===== config.mk =====
export PLATFORM = sky130hd
export DESIGN_NAME = dotproduct_sequencer_flat
export DESIGN_NICKNAME = d
export VERILOG_FILES = /design/src/rtl/kiwi_npu_pkg.sv /design/src/rtl/dotproduct_sequencer_if.sv /design/src/rtl/dotproduct_sequencer_dot.sv /design/src/rtl/dotproduct_sequencer.sv /design/src/flat_wrapper.sv
export SDC_FILE = /design/constraint.sdc
export NUM_CORES = 1
export LEC_CHECK = 0
export ABC_AREA = 1
export CAP_MARGIN = 20
export CORE_UTILIZATION = 62
export CTS_CLUSTER_DIAMETER = 60
export CTS_CLUSTER_SIZE = 40
export DETAILED_ROUTE_END_ITERATION = 16
export PLACE_DENSITY = 0.83
export SLEW_MARGIN = 20
export SYNTH_ARGS = -nofsm -noshare
export SYNTH_HDL_FRONTEND = slang
export SYNTH_SLANG_ARGS = --single-unit
export TNS_END_PERCENT = 5

===== constraint.sdc =====
create_clock -name clk -period 7.5 [get_ports clk]
set_input_delay 0.75 -clock clk [delete_from_list [all_inputs] [get_ports clk]]
set_output_delay 0.75 -clock clk [all_outputs]
set_load 0.01 [all_outputs]

===== src/rtl/kiwi_npu_pkg.sv =====
// Shared NPU types: operand/accumulator widths, sequencer state encoding, saturation limits.
// Widths come from KIWI_DATA_WIDTH / KIWI_ACC_WIDTH when defined on the command line.
`ifndef KIWI_DATA_WIDTH
`define KIWI_DATA_WIDTH 8
`endif
`ifndef KIWI_ACC_WIDTH
`define KIWI_ACC_WIDTH 20
`endif

package kiwi_npu_pkg;

    localparam int DATA_WIDTH = `KIWI_DATA_WIDTH;
    localparam int ACC_WIDTH  = `KIWI_ACC_WIDTH;

    typedef logic signed [DATA_WIDTH-1:0] data_t;
    typedef logic signed [ACC_WIDTH-1:0]  acc_t;

    typedef enum logic [1:0] {
        IDLE  = 2'd0,
        ACCUM = 2'd1,
        DONE  = 2'd2
    } dpseq_state_t;

    localparam acc_t ACC_MAX = {1'b0, {(ACC_WIDTH-1){1'b1}}};
    localparam acc_t ACC_MIN = {1'b1, {(ACC_WIDTH-1){1'b0}}};

endpackage


===== src/rtl/dotproduct_sequencer_if.sv =====
// Job control, chunk stream and result stream of the dot-product sequencer.
// master = operand fetch / writeback side, slave = sequencer.
interface dotproduct_sequencer_if
    import kiwi_npu_pkg::*;
#(
    parameter int N  = 4,
    parameter int CW = 5
);
    logic              start_i;
    logic [CW-1:0]     num_chunks_i;
    logic              abort_i;
    logic              busy_o;
    logic              in_valid_i;
    logic              in_ready_o;
    data_t [N-1:0]     x_i;
    data_t [N-1:0]     w_i;
    logic              out_valid_o;
    logic              out_ready_i;
    acc_t              out_data_o;
    logic              out_sat_o;

    modport master (
        output start_i, num_chunks_i, abort_i, in_valid_i, x_i, w_i, out_ready_i,
        input  busy_o, in_ready_o, out_valid_o, out_data_o, out_sat_o
    );

    modport slave (
        input  start_i, num_chunks_i, abort_i, in_valid_i, x_i, w_i, out_ready_i,
        output busy_o, in_ready_o, out_valid_o, out_data_o, out_sat_o
    );
endinterface


===== src/rtl/dotproduct_sequencer_dot.sv =====
// DotProduct: combinational N-lane signed multiply-add tree.
// Result width grows by clog2(N) bits so the lane sum can never overflow.
module DotProduct
    import kiwi_npu_pkg::*;
#(
    parameter int N  = 4,
    parameter int PW = 2*DATA_WIDTH + $clog2(N)
) (
    input  data_t [N-1:0]        x,
    input  data_t [N-1:0]        w,
    output logic signed [PW-1:0] dot
);
    localparam int MW = 2*DATA_WIDTH;

    always_comb begin
        logic signed [MW-1:0] prod;
        dot = '0;
        for (int k = 0; k < N; k++) begin
            prod = $signed(x[k]) * $signed(w[k]);
            dot  = dot + $signed({{(PW-MW){prod[MW-1]}}, prod});
        end
    end
endmodule


===== src/rtl/dotproduct_sequencer.sv =====
// Sequences a K-chunk signed dot product through one DotProduct instance into an accumulator.
// Define DOTPRODUCT_SEQ_SAT_EN for a saturating accumulate with sticky flag; default wraps.
module dotproduct_sequencer
    import kiwi_npu_pkg::*;
#(
    parameter int N          = 4,
    parameter int MAX_CHUNKS = 16,
    parameter int CW         = $clog2(MAX_CHUNKS+1)
) (
    input logic                     clk,
    input logic                     rst_n,
    dotproduct_sequencer_if.slave   bus
);
    localparam int PW = 2*DATA_WIDTH + $clog2(N);

    dpseq_state_t              state, state_nxt;
    acc_t                      acc, acc_nxt;
    logic [CW-1:0]             remaining, rem_nxt;
    logic                      sat, sat_nxt;
    logic [CW-1:0]             num_clamped;
    logic signed [PW-1:0]      psum;
    acc_t                      psum_ext;
    logic signed [ACC_WIDTH:0] sum_wide;
    logic                      in_hs;

    function automatic logic acc_ovf(input logic signed [ACC_WIDTH:0] s);
        return s[ACC_WIDTH] != s[ACC_WIDTH-1];
    endfunction

    function automatic acc_t acc_sat(input logic signed [ACC_WIDTH:0] s);
        if (acc_ovf(s))
            return s[ACC_WIDTH] ? ACC_MIN : ACC_MAX;
        return s[ACC_WIDTH-1:0];
    endfunction

    function automatic acc_t acc_wrap(input logic signed [ACC_WIDTH:0] s);
        return s[ACC_WIDTH-1:0];
    endfunction

    DotProduct #(.N(N)) u_dot (
        .x   (bus.x_i),
        .w   (bus.w_i),
        .dot (psum)
    );

    // One bit of headroom so overflow is visible before saturation or wrap.
    assign psum_ext = $signed({{(ACC_WIDTH-PW){psum[PW-1]}}, psum});
    assign sum_wide = $signed({acc[ACC_WIDTH-1], acc}) + $signed({psum_ext[ACC_WIDTH-1], psum_ext});

    assign num_clamped = (bus.num_chunks_i > CW'(MAX_CHUNKS)) ? CW'(MAX_CHUNKS) : bus.num_chunks_i;

    assign bus.busy_o      = (state != IDLE);
    assign bus.in_ready_o  = (state == ACCUM) && !bus.abort_i;
    assign bus.out_valid_o = (state == DONE) && !bus.abort_i;
    assign bus.out_data_o  = acc;
    // Without saturation sat is never set, so the flag reads constant 0.
    assign bus.out_sat_o   = sat;
    assign in_hs           = bus.in_valid_i && bus.in_ready_o;

    always_comb begin
        state_nxt = state;
        acc_nxt   = acc;
        rem_nxt   = remaining;
        sat_nxt   = sat;
        if (bus.abort_i) begin
            state_nxt = IDLE;
            acc_nxt   = '0;
            sat_nxt   = 1'b0;
        end else begin
            case (state)
                IDLE: begin
                    if (bus.start_i) begin
                        acc_nxt = '0;
                        sat_nxt = 1'b0;
                        if (num_clamped == '0) begin
                            state_nxt = DONE;
                        end else begin
                            rem_nxt   = num_clamped;
                            state_nxt = ACCUM;
                        end
                    end
                end
                ACCUM: begin
                    if (in_hs) begin
`ifdef DOTPRODUCT_SEQ_SAT_EN
                        acc_nxt = acc_sat(sum_wide);
                        sat_nxt = sat | acc_ovf(sum_wide);
`else
                        acc_nxt = acc_wrap(sum_wide);
`endif
                        rem_nxt = remaining - 1'b1;
                        if (remaining == CW'(1))
                            state_nxt = DONE;
                    end
                end
                DONE: begin
                    if (bus.out_ready_i)
                        state_nxt = IDLE;
                end
                default: state_nxt = IDLE;
            endcase
        end
    end

    always_ff @(posedge clk or negedge rst_n) begin
        if (!rst_n) begin
            state     <= IDLE;
            acc       <= '0;
            remaining <= '0;
            sat       <= 1'b0;
        end else begin
            state     <= state_nxt;
            acc       <= acc_nxt;
            remaining <= rem_nxt;
            sat       <= sat_nxt;
        end
    end
endmodule


===== src/flat_wrapper.sv =====
// flat-port wrapper written by rule: the top's interface ports become plain ports
module dotproduct_sequencer_flat import kiwi_npu_pkg::*;
#(
    parameter int N          = 4,
    parameter int MAX_CHUNKS = 16,
    parameter int CW         = $clog2(MAX_CHUNKS+1)
)
  (clk, rst_n, bus_start_i, bus_num_chunks_i, bus_abort_i, bus_in_valid_i, bus_x_i, bus_w_i, bus_out_ready_i, bus_busy_o, bus_in_ready_o, bus_out_valid_o, bus_out_data_o, bus_out_sat_o);
  dotproduct_sequencer_if #(.N(N), .CW(CW)) bus_i ();
  input logic clk;
  input logic rst_n;
  input wire logic [$bits(bus_i.start_i)-1:0] bus_start_i;
  input wire logic [$bits(bus_i.num_chunks_i)-1:0] bus_num_chunks_i;
  input wire logic [$bits(bus_i.abort_i)-1:0] bus_abort_i;
  input wire logic [$bits(bus_i.in_valid_i)-1:0] bus_in_valid_i;
  input wire logic [$bits(bus_i.x_i)-1:0] bus_x_i;
  input wire logic [$bits(bus_i.w_i)-1:0] bus_w_i;
  input wire logic [$bits(bus_i.out_ready_i)-1:0] bus_out_ready_i;
  output wire logic [$bits(bus_i.busy_o)-1:0] bus_busy_o;
  output wire logic [$bits(bus_i.in_ready_o)-1:0] bus_in_ready_o;
  output wire logic [$bits(bus_i.out_valid_o)-1:0] bus_out_valid_o;
  output wire logic [$bits(bus_i.out_data_o)-1:0] bus_out_data_o;
  output wire logic [$bits(bus_i.out_sat_o)-1:0] bus_out_sat_o;
  assign bus_i.start_i = bus_start_i;
  assign bus_i.num_chunks_i = bus_num_chunks_i;
  assign bus_i.abort_i = bus_abort_i;
  assign bus_i.in_valid_i = bus_in_valid_i;
  assign bus_i.x_i = bus_x_i;
  assign bus_i.w_i = bus_w_i;
  assign bus_i.out_ready_i = bus_out_ready_i;
  assign bus_busy_o = bus_i.busy_o;
  assign bus_in_ready_o = bus_i.in_ready_o;
  assign bus_out_valid_o = bus_i.out_valid_o;
  assign bus_out_data_o = bus_i.out_data_o;
  assign bus_out_sat_o = bus_i.out_sat_o;
  dotproduct_sequencer #(.N(N), .MAX_CHUNKS(MAX_CHUNKS), .CW(CW)) u_core (.clk(clk), .rst_n(rst_n), .bus(bus_i));
endmodule

# Word level (Yosys, flattened, before mapping)
# Index checks and enable logic that the tools add are counted.
[totals]
reg_bits = 28
inputBits = 75
out_inout_bits = 24
[op_classes]
addsub = 5
multipliers = 4
magnitude_cmp = 1
n_eq_ne = 10
n_mux = 19
bitwise_logic = 1
reduce_logical = 15
[ops]
columns = ["cell", "count"]
rows = [
  ["$mul 8x8->16", 4],
  ["$mux 20", 3],
  ["$pmux 20 s2", 1],
  ["$add 20x18->20", 1],
  ["$mux 5", 4],
  ["$add 17x16->18", 1],
  ["$add 18x16->18", 1],
  ["$add 16x16->17", 1],
  ["$mux 2", 6],
  ["$pmux 5 s2", 1],
  ["$ne 3x3->1 const B", 3],
  ["$reduce_bool 2->1", 4],
  ["$pmux 2 s3", 1],
  ["$eq 5x1->1 const B", 1],
  ["$gt 5x5->1 const B", 1],
  ["$logic_not 5->1", 1],
  ["$reduce_and 5->1", 1],
  ["$sub 5x1->5 const B", 1],
  ["$ne 2x2->1 const B", 2],
  ["$reduce_and 4->1", 1],
  ["$logic_and 1x1->1", 3],
  ["$mux 1", 3],
  ["$ne 3x2->1 const B", 1],
  ["$reduce_and 3->1", 1],
  ["8 further kinds", 8],
]

# Logic depth before layout (Yosys ltp)
[logic_depth]
depth_word = 8
depth_mapped = 29

# By module
# A second synthesis with hierarchy kept.
[hier_totals]
cells_unflattened = 1767
area_unflattened_um2 = 13930.9
[by_module_without_submodules]
columns = ["mod", "n_inst", "cells_per_inst", "area_each_um2"]
rows = [
  ["DotProduct", 1, 1390, 11472.3],
  ["dotproduct_sequencer", 1, 377, 2458.6],
]

# Least setup slack after synthesis
# OpenSTA, ideal clock, no wires.
[synth_path]
path_kind = "input to register"
startpoint = "input port bus_w_i[0]"
endpoint = "register u_core.acc[17] (netlist: u_core.bus.out_data_o[17])"
setup_time_ns = 0.117
arrival_time_ns = 6.827
t_required_ns = 7.383
setup_slack_ns = 0.556
path_stages = 26
path_buffers = 1
cell_sequence = "clkbuf_1 nand2_1 inv_1 fa_1 inv_1 fa_1 inv_1 fa_1 inv_1 fa_1 fa_1 inv_1 fa_1 inv_1 fa_1 fa_1 inv_1 ha_1 nand2_1 o21ai_0 o21bai_1 nand4_1 nand2_1 nand2_1 nand3_1 nand2_1"
[synth_between]
elab_chain_len = 8
[synth_rtl]
columns = ["element", "line", "source"]
rows = [
  ["start: declaration", "flat_wrapper.sv:17", "input wire logic [$bits(bus_i.w_i)-1:0] bus_w_i;"],
  ["$mul 8x8->16", "dotproduct_sequencer_dot.sv:19", "prod = $signed(x[k]) * $signed(w[k]);"],
  ["$add 16x16->17", "dotproduct_sequencer_dot.sv:20", "dot = dot + $signed({{(PW-MW){prod[MW-1]}}, prod});"],
  ["$add 17x16->18", "dotproduct_sequencer_dot.sv:20", ""],
  ["$add 18x16->18", "dotproduct_sequencer_dot.sv:20", ""],
  ["$add 20x18->20", "dotproduct_sequencer.sv:48", "assign sum_wide = $signed({acc[ACC_WIDTH-1], acc}) + $signed({psum_ext[ACC_WIDTH-1], psum_ext});"],
  ["$mux 20", "dotproduct_sequencer.sv:84", "if (in_hs) begin"],
  ["$pmux 20 s2", "dotproduct_sequencer.sv:70", "case (state)"],
  ["$mux 20", "dotproduct_sequencer.sv:65", "if (bus.abort_i) begin"],
  ["end signal: assignment", "dotproduct_sequencer.sv:113", "acc <= acc_nxt;"],
  ["end: declaration", "dotproduct_sequencer.sv:17", "acc_t acc, acc_nxt;"],
]
# Every way passes these cells. The select of a mux whose other input is x is not followed.
# A chain may end at the register's enable or synchronous reset.

# Final worst setup path
[layout_path]
startpoint = "input port bus_w_i[31]"
endpoint = "register u_core.acc[14] (netlist: u_core.bus.out_data_o[14])"
[layout_between]
elab_chain_len = 6
[layout_rtl]
columns = ["element", "line"]
rows = [
  ["$mul 8x8->16", "dotproduct_sequencer_dot.sv:19"],
  ["$add 18x16->18", "dotproduct_sequencer_dot.sv:20"],
  ["$add 20x18->20", "dotproduct_sequencer.sv:48"],
  ["$mux 20", "dotproduct_sequencer.sv:84"],
  ["$pmux 20 s2", "dotproduct_sequencer.sv:70"],
  ["$mux 20", "dotproduct_sequencer.sv:65"],
]
# Every way passes these cells. The select of a mux whose other input is x is not followed.

==> flow_summary_export.csv <==
group,metric,value,unit
cts,clk_latency,270,ps
layout,drive_gt1_share,4.97,%
setup_path,crit_path_frequent_cell,"fa_1",
grt,grt-ovfl-total,0,
layout,final_nets,2249,
layout,fin_util,70.1,%
sta,finalMaxSlewViolations,0,
cts,cts_tree,"yes",
setup_path,startpoint_type,"primary input",
logic_synthesis,synth_area,0.0138,sq mm
logic_synthesis,synth_simple_gate_area_share,12.1,%
min_path,min_path_cells,2,
setup_path,setup.worst_path.class,"in -> reg",
logic_synthesis,synth_fp_nets,2165,
drt,first_iter_violations,635,
grt,antenna_found_initial,0,
drt,viasPerCell,5.16,
cts,cts_setup_buffers,0,
sta,final.period_utilization,96.1,%
cts,clockRootBuffer,"clkbuf_16",
floorplanning,dieHeight,151,microns
floorplanning,io_pins,99,
floorplanning,initial_core_util,63.3,%
grt,grt_pass1_wl,52200,microns
setup_path,worst_ep_required_time,7650,ps
drt,drtPass1Iterations,6,
sta,hold_viol,0,
place,numPortBuffers,97,
drt,wl_per_cell,15.8,microns
setup_path,reg2reg_depth,23,
logic_synthesis,synth_warnings,0,
floorplanning,rows,54,
logic_synthesis,yosysTopAreaCell,"fa_1",
cts,cts-hold-fix-buffers,0,
grt,grt_use_total,30.1,%
logic_synthesis,synth_top_family_by_area,"adder cells",
sta,holdWs,523,ps
logic_synthesis,synth_ff_type,"dfrtp_1",
cts,clock-sinks,27,
logic_synthesis,avgSynthCellArea,8.52,sq um
place,hpwlAfterDp,29000,microns
setup_path,crit_chain,"clkdlybuf4s50_1, inv_1, or2_2, fa_1, inv_1, fa_1, inv_1, fa_1, inv_1, fa_1, fa_1, fa_1, fa_1, inv_1, fa_1, inv_1, ha_1, a21oi_1, o21ai_0, buf_4, a21oi_1, nand2_1, nor2_1, o22ai_2",
logic_synthesis,yosysUniqueCellTypes,41,
layout,n_antenna_cell,0,
logic_synthesis,synthAdderAreaFrac,61.5,%
drt,totalWireLength,31400,microns
cts,cts_made_buffers,3,
sta,setup_viol,0,
logic_synthesis,synth_edf_count,0,
layout,syn2layout_area_growth,10.9,%
place,gp_congestion,0.943,
status,status,"finished clean",
logic_synthesis,ys_seq_area_share,4.88,%
cts,htreeDepth,1,
setup_path,cpPeakStageDelay,600,ps
sta,grt_setup_unrepaired,"no",
drt,drc,0,
logic_synthesis,synth_mux_area_share,0,%
logic_synthesis,synth_top_area_share,52.3,%
drt,ant_nets,0,
sta,period_needed,7210,ps
min_path,hp-class,"reg -> reg",
floorplanning,die_x,151,microns
floorplanning,dieArea,0.0229,sq mm
drt,vias,10265,
logic_synthesis,ys_seq_elements,27,
logic_synthesis,synthArstFlopShare,100,%
sta,finClkSkew,3.48,ps
setup_path,arrival,7360,ps
run,drv_cap,0,
cts,cts_buffer_depth,2,
sta,fin_tns_setup,0,ps
logic_synthesis,synthCells,1626,
grt,grt_pass1_vias,10947,
sta,fmax,0.139,GHz
logic_synthesis,synth_area_leaders,"fa_1 (52%), inv_1 (15%), ha_1 (9.2%)",
setup_path,cp_slowest_cell,"fa_1",
setup_path,cp_max_fo,5,
setup_path,endpoint_kind,"register",
logic_synthesis,synth-xor-area-share,0.379,%
logic_synthesis,synth_compound_area_share,3.67,%
grt,grt_max_degree,28,
floorplanning,fp.coreArea,0.0219,sq mm
cts,path_clk_slew,70,ps
area by class of cell:
| type | count | area (sq um) |
|---|---|---|
| fill | 1664 | 6540 |
| multi-input combinational | 962 | 10800 |
| inverter | 572 | 2150 |
| tap | 280 | 350 |
| clock buffer | 4 | 78.8 |
| timing repair buffer | 144 | 1330 |
| sequential | 27 | 676 |
cell usage after synthesis, types with 2 or more instances:
| library cell | instances |
|---|---|
| a21oi_1 | 26 |
| clkbuf_1 | 62 |
| or2_2 | 9 |
| xor2_1 | 2 |
| nor2_4 | 3 |
| o22ai_2 | 4 |
| nand2_2 | 2 |
| ha_1 | 102 |
| fa_1 | 362 |
| nor2_1 | 47 |
| nand2_1 | 312 |
| buf_6 | 2 |
| a21o_1 | 2 |
| nand2_4 | 2 |
| a31oi_1 | 2 |
| nand3b_1 | 3 |
| nand3_1 | 21 |
| nor4_1 | 2 |
| inv_1 | 568 |
| xnor2_1 | 4 |
| dfrtp_1 | 27 |
| nand4_1 | 4 |
| o21ai_2 | 6 |
| inv_2 | 3 |
| o21bai_1 | 2 |
| o21ai_1 | 7 |
| o21ai_0 | 26 |
registers in the layout, indices dropped and copies added, names as in the netlist:
| name | cells |
|---|---|
| u_core.remaining | 5 |
| u_core.bus.out_data_o | 20 |
| u_core.state | 2 |
timing repair:
action | CTS | global route
endpoints found under the hold margin | 0 | 0
setup endpoints to repair | 0 | 8
resized for setup | 0 | 8
worst paths after layout:
kind,startpoint,to,slack [ps]
hold / removal,u_core.bus.out_data_o[18],u_core.bus.out_data_o[18],520
hold reg to reg,u_core.bus.out_data_o[18],u_core.bus.out_data_o[18],520
setup reg to reg,u_core.bus.out_data_o[6],u_core.bus.out_data_o[17],1200
setup / recovery,bus_w_i[31],u_core.bus.out_data_o[14],290
max in group asynchronous,rst_n,u_core.bus.out_data_o[3],6360
min in group asynchronous,rst_n,u_core.remaining[1],860
cell families after synthesis:
family                     Yosys count
DFF                                 27
other                                1
buffers and inverters              637
and+or+nand+nor                    409
AOI/OAI and AO/OA                   82
adders and majority gates          464
xor gates and xnor gates             6
critical path: cells and delay by family:
| family | cells | cell delay, ps |
|---|---|---|
| adders and majority gates | 9 | 4320 |
| buffers and inverters | 8 | 1130 |
| and+or+nand+nor | 3 | 590 |
| AOI/OAI and AO/OA | 4 | 570 |
through the flow:
step / worst slack (ps) / cell area, sq um / cells
after floorplan: 556 / 13800 / 1626
after global placement: -102 / 15300 / 1985
after detailed placement: -188 / 15300 / 1985
after CTS: 98.5 / 15300 / 1989
after global routing: 7.58 / 15400 / 1989
final: 290 / 15400 / 1989
per-layer routing:
layer	share of wire, %	track usage (%)	vias to the layer above
met1	39	40.8	5185
met2	52	52.3	364
li1	-	-	4664
met4	2.6	7.15	0
met5	0	0	-
met3	6.7	3.05	52
cells in the final DEF, fill, tap and decap left out, types with 4 or more instances in the layout:
cell	synthesis	layout
inv_1	568	568
fa_1	362	362
nand2_1	312	311
ha_1	102	102
clkdlybuf4s50_1	0	93
nor2_1	47	47
buf_4	1	47
dfrtp_1	27	27
a21oi_1	26	26
o21ai_0	26	24
nand3_1	21	21
or2_2	9	9
o21ai_1	7	9
o21ai_2	6	6
nand4_1	4	4
o22ai_2	4	4
xnor2_1	4	4
dlymetal6s2s_1	0	4
Power is left out: the tool's default activity adds up to more than one toggle a clock period on the data nets, which glitch-free logic cannot reach.
